## config.mk

```make
export PLATFORM = sky130hd
export DESIGN_NAME = vga_scan_gen
export DESIGN_NICKNAME = d
export VERILOG_FILES = /design/src/rtl/vga_scan_gen.sv
export SDC_FILE = /design/constraint.sdc
export NUM_CORES = 1
export LEC_CHECK = 0
export BUFFER_PORTS_ARGS = -buffer_cell sky130_fd_sc_hd__buf_2
export CORE_ASPECT_RATIO = 0.9
export CORE_UTILIZATION = 51
export DETAILED_ROUTE_END_ITERATION = 7
export PLACE_DENSITY = 0.79
export REMOVE_ABC_BUFFERS = 1
export SYNTH_ARGS = -nofsm -noshare
export SYNTH_HDL_FRONTEND = slang
export SYNTH_SLANG_ARGS = --single-unit
```

## constraint.sdc

```tcl
create_clock -name clk -period 1.7 [get_ports clk]
set_input_delay 0.34 -clock clk [delete_from_list [all_inputs] [get_ports clk]]
set_output_delay 0.34 -clock clk [all_outputs]
set_load 0.005 [all_outputs]
```

## src/rtl/vga_scan_gen.sv

```systemverilog
// Raster timing generator and registered VGA pixel output stage for the scoreboard display.
// Optional build macro VGA_SCAN_BORDER_EN adds a 1-pixel FG_COLOR frame around the active area.
module vga_scan_gen #(
  parameter int unsigned H_ACTIVE = 1280,
  parameter int unsigned H_FP     = 48,
  parameter int unsigned H_SYNC   = 112,
  parameter int unsigned H_BP     = 248,
  parameter int unsigned V_ACTIVE = 1024,
  parameter int unsigned V_FP     = 1,
  parameter int unsigned V_SYNC   = 3,
  parameter int unsigned V_BP     = 38,
  parameter logic        HS_POL   = 1'b1,
  parameter logic        VS_POL   = 1'b1,
  parameter int unsigned PIX_LAT  = 0,
  parameter logic [11:0] FG_COLOR = 12'hFFF,
  parameter logic [11:0] BG_COLOR = 12'h000
) (
  input  logic        clk,
  input  logic        rst,
  output logic [11:0] x,
  output logic [10:0] y,
  output logic        line_tick,
  output logic        frame_tick,
  input  logic        pixel_on_in,
  output logic        hsync,
  output logic        vsync,
  output logic        video_on,
  output logic [11:0] rgb
);

  localparam int unsigned H_TOTAL = H_ACTIVE + H_FP + H_SYNC + H_BP;
  localparam int unsigned V_TOTAL = V_ACTIVE + V_FP + V_SYNC + V_BP;

  localparam logic [11:0] H_LAST     = 12'(H_TOTAL - 1);
  localparam logic [11:0] H_ACT_END  = 12'(H_ACTIVE);
  localparam logic [11:0] H_ACT_LAST = 12'(H_ACTIVE - 1);
  localparam logic [11:0] HS_START   = 12'(H_ACTIVE + H_FP);
  localparam logic [11:0] HS_END     = 12'(H_ACTIVE + H_FP + H_SYNC);

  localparam logic [10:0] V_LAST     = 11'(V_TOTAL - 1);
  localparam logic [10:0] V_ACT_END  = 11'(V_ACTIVE);
  localparam logic [10:0] V_ACT_LAST = 11'(V_ACTIVE - 1);
  localparam logic [10:0] VS_START   = 11'(V_ACTIVE + V_FP);
  localparam logic [10:0] VS_END     = 11'(V_ACTIVE + V_FP + V_SYNC);

  // Delayed tag bits: [0]=act, [1]=hs, [2]=vs, [3]=border (border build only)
`ifdef VGA_SCAN_BORDER_EN
  localparam int unsigned TAG_W = 4;
`else
  localparam int unsigned TAG_W = 3;
`endif

  logic [11:0] h_cnt_q, h_cnt_d;
  logic [10:0] v_cnt_q, v_cnt_d;

  logic             act_raw;
  logic             hs_raw;
  logic             vs_raw;
  logic [TAG_W-1:0] tag_raw;
  logic [TAG_W-1:0] tag_dly;

  logic [11:0] rgb_q, rgb_d;
  logic        hsync_q, hsync_d;
  logic        vsync_q, vsync_d;
  logic        video_on_q, video_on_d;

  always_comb begin
    h_cnt_d = h_cnt_q + 12'd1;
    v_cnt_d = v_cnt_q;
    if (h_cnt_q == H_LAST) begin
      h_cnt_d = '0;
      if (v_cnt_q == V_LAST) begin
        v_cnt_d = '0;
      end else begin
        v_cnt_d = v_cnt_q + 11'd1;
      end
    end
  end

  always_ff @(posedge clk or negedge rst) begin
    if (!rst) begin
      h_cnt_q <= '0;
      v_cnt_q <= '0;
    end else begin
      h_cnt_q <= h_cnt_d;
      v_cnt_q <= v_cnt_d;
    end
  end

  assign x          = h_cnt_q;
  assign y          = v_cnt_q;
  assign line_tick  = (h_cnt_q == 12'd0);
  assign frame_tick = (h_cnt_q == 12'd0) && (v_cnt_q == 11'd0);

  // Vsync decodes on y alone, so its edges land on x==0 and span whole lines.
  always_comb begin
    act_raw = (h_cnt_q < H_ACT_END) && (v_cnt_q < V_ACT_END);
    hs_raw  = (h_cnt_q >= HS_START) && (h_cnt_q < HS_END);
    vs_raw  = (v_cnt_q >= VS_START) && (v_cnt_q < VS_END);
`ifdef VGA_SCAN_BORDER_EN
    tag_raw = {act_raw && ((h_cnt_q == 12'd0) || (h_cnt_q == H_ACT_LAST) ||
                           (v_cnt_q == 11'd0) || (v_cnt_q == V_ACT_LAST)),
               vs_raw, hs_raw, act_raw};
`else
    tag_raw = {vs_raw, hs_raw, act_raw};
`endif
  end

  // Match the digit blocks' latency so the tag meets its pixel_on_in.
  generate
    if (PIX_LAT == 0) begin : g_no_dly
      assign tag_dly = tag_raw;
    end else begin : g_dly
      logic [TAG_W-1:0] pipe_q [PIX_LAT];
      logic [TAG_W-1:0] pipe_d [PIX_LAT];

      always_comb begin
        pipe_d[0] = tag_raw;
        for (int i = 1; i < int'(PIX_LAT); i++) begin
          pipe_d[i] = pipe_q[i-1];
        end
      end

      always_ff @(posedge clk or negedge rst) begin
        if (!rst) begin
          pipe_q <= '{default: '0};
        end else begin
          pipe_q <= pipe_d;
        end
      end

      assign tag_dly = pipe_q[PIX_LAT-1];
    end
  endgenerate

  always_comb begin
    rgb_d = '0;
    if (tag_dly[0]) begin
      rgb_d = pixel_on_in ? FG_COLOR : BG_COLOR;
`ifdef VGA_SCAN_BORDER_EN
      if (tag_dly[3]) begin
        rgb_d = FG_COLOR;
      end
`endif
    end
    hsync_d    = tag_dly[1] ? HS_POL : ~HS_POL;
    vsync_d    = tag_dly[2] ? VS_POL : ~VS_POL;
    video_on_d = tag_dly[0];
  end

  always_ff @(posedge clk or negedge rst) begin
    if (!rst) begin
      rgb_q      <= '0;
      hsync_q    <= ~HS_POL;
      vsync_q    <= ~VS_POL;
      video_on_q <= 1'b0;
    end else begin
      rgb_q      <= rgb_d;
      hsync_q    <= hsync_d;
      vsync_q    <= vsync_d;
      video_on_q <= video_on_d;
    end
  end

  assign rgb      = rgb_q;
  assign hsync    = hsync_q;
  assign vsync    = vsync_q;
  assign video_on = video_on_q;

endmodule

```

==> flow_summary.toml <==
[run_status]
status = "finished with violations"
violations = "design-rule violations, negative hold slack, negative setup slack"

[timing]
rsz0062_at_grt = "true"
fin_crit_sh_pct = 122
clock.fmax_mhz = 482
max_slew.worst_pin.slew_ns = 0.593
fin_tns_setup_ns = -0.536
finalMaxSlewViolations = 0
fin_ws_ns = -0.374
fin_crit_ns = 2.07
hold_violations = 27
finClkSkew_ns = 0.00286
setup_viol = 2
holdWs_ns = -0.0106
slew_headroom_pct = 60.5

[critical_path]
end_kind = "primary output"
arrival_ns = 1.73
slowest_stage = "dfrtp_1"
cpPeakStageDelay_ns = 0.41
rr_worst_depth = 7
crit_top_cell = "nor4b_4"
r2r-end = "y[5]$_DFFE_PN0N_"
crit_fanout = 2
cp-start-kind = "flop"
crit_chain = "inv_1 -> ha_1 -> nor4b_4 -> and4_1 -> nor4b_4 -> buf_2"
required_ns = 1.36
r2r_start = "x[0]$_DFF_PN0_"
reg2reg_slack_ns = 0.04
path_class = "reg2out"

[routing]
antenna_left = 0
dr_wl_met3_um = 176
highest_layer = "met4"
wl_met1_um = 1490
dr.first_iter.drc_count = 70
num_vias = 1273
drt-wirelength-per-cell_um = 14.4
avgViaCountPerCell = 5.33
drc_errors = 1
routed_wl_um = 3450
route.met2.wl_um = 1700
dr.pass1.iters = 6

[floorplan]
die_w_um = 58.5
die_area_sq_mm = 0.00309
std_cell_rows = 18
pin_count = 43
fp.dieH_um = 52.8
core_area_sq_mm = 0.00273
initial_core_util_pct = 53.7

[clock_network]
cts.sinks = 27
clock_latency_ns = 0.33
cts_buffer_depth = 2
cts_tree = "built"
clk_pin_slew_ns = 0.15
cts_buffers = 3
htreeDepth = 1
root_buffer = "clkbuf_4"
ctsHoldBuffers = 0

[place]
place_area_sq_mm = 0.00178
io_buffers = 42
gp_congestion = 0.856
dp.cells = 233
hpwl_um = 2410
pre_cts_ws_ns = -0.102

[cells_and_area]
multiInputGateArea_sq_um = 682
syn_to_final_growth_pct = 27.5
area.sequential_sq_um = 676
fin_util_pct = 68.5
nets = 208
insertedDiodeCount = 0
drive_gt1_share_pct = 38.7
fillerInstances = 202
fin_area_sq_mm = 0.00187
final_cells = 239

[synthesis]
synth_edf_count = 0
yosysTopAreaCell = "dfrtp_1"
ys_seq_area_share_pct = 46.2
synth_ff_type = "dfrtp_1"
yosysWarnings = 0
synth.avg_cell_area_sq_um = 10.3
yosysTopAreaCellShare_pct = 46.2
ys_types = 32
async_flop_share_pct = 100
ys_seq_elements = 27
synthTopCellsByArea = "dfrtp_1, xnor2_1, buf_4"
syn_area_sq_mm = 0.00146
synthCells = 142

[global_routing]
grt-ovfl-total = 0
grt_pass1_wl_um = 5400
grt_start_max_net_pins = 28
antenna_found_initial = 0
first_global_vias = 1193
globalRouteTotalUtil_pct = 23.5

[power_and_ir_drop]
total_power_mw = 0.965
power_density_mw_per_mm2 = 517
leakage_nw = 0.970
ir_drop_uv = 246

[min_path]
hold_path.class = "in2async"

[run]
maxCapViolations = 0
==> worst max-delay path: cells and delay by family (launching register included) <==
family        cells  cell delay, ns
buf+inv           2            0.21
fa+ha+maj         1            0.15
simple gates      3            0.63
flops             1            0.41
==> state kept, by name (all words and copies together), names as in the netlist <==
| register | count |
|---|---|
| hsync | 1 |
| rgb | 1 |
| video_on | 1 |
| vsync | 1 |
| x | 12 |
| y | 11 |
==> power breakdown <==
part           internal (mW)  switching, mW
clock                 0.0920          0.196
combinational         0.0113         0.0189
sequential             0.644        0.00264
total                  0.747          0.218
==> cells in the mapped netlist, types with 4 or more instances <==
cell type,instances
nor2_1,13
ha_1,5
xor2_1,5
inv_1,7
dfrtp_1,27
and2_1,4
nand4_1,7
nand2_1,4
xnor2_1,10
nand3_1,11
buf_4,11
and4_1,6
and3_1,5
==> layout make-up <==
class,instances,share of cell area (%)
Tap cell,40,2.68
Inverter,7,1.41
Sequential cell,27,36.2
Clock buffer,4,1.41
Timing Repair Buffer,67,21.7
Multi-Input combinational cell,94,36.6
==> cell usage in the layout, fill, tap and decap left out, types with 2 or more instances in the layout <==
cell,n
nand3_1,11
clkbuf_4,3
o31ai_2,2
nand4_1,7
dfrtp_1,27
nor4b_4,2
nor2_1,13
buf_6,2
and2_1,4
buf_2,42
buf_4,23
nand2_1,4
xor2_1,5
ha_1,4
and3_1,4
o21ai_0,2
inv_1,7
nor3_1,2
and4_1,6
and4b_1,2
xnor2_1,10
a21oi_1,2
==> worst max path at each step <==
stage / from / endpoint / depth (start not counted)
2_1_floorplan: x[0]$_DFF_PN0_ / y[8]$_DFFE_PN0N_ / 5
3_3_place_gp: x[0]$_DFF_PN0_ / frame_tick / 6
3_5_place_dp: x[1]$_DFF_PN0_ / frame_tick / 6
4_1_cts: x[1]$_DFF_PN0_ / frame_tick / 6
5_1_grt: x[1]$_DFF_PN0_ / frame_tick / 6
6_report: x[1]$_DFF_PN0_ / frame_tick / 6
==> repair_timing <==
action                     CTS  global route
buffers inserted             1             3
setup endpoints to repair    2            13
gates resized for setup      4             4
pin swaps                    2             4
==> cells by family after synthesis <==
| kind of cell | count (synthesis) | share of synthesized area (%) |
|---|---|---|
| mux | 1 | 0.684 |
| xor+xnor | 15 | 8.98 |
| buf+inv | 21 | 9.75 |
| simple gates | 58 | 22.7 |
| flops | 27 | 46.2 |
| fa+ha+maj | 5 | 4.28 |
| compound gates | 15 | 7.44 |
==> layer usage <==
layer | global-route usage, % | up-vias
li1 | - | 604
met1 | 29.9 | 607
met2 | 39.1 | 52
met3 | 3.95 | 10
met4 | 11.1 | 0
met5 | 0 | -
Power figures use the tool's default switching activity.
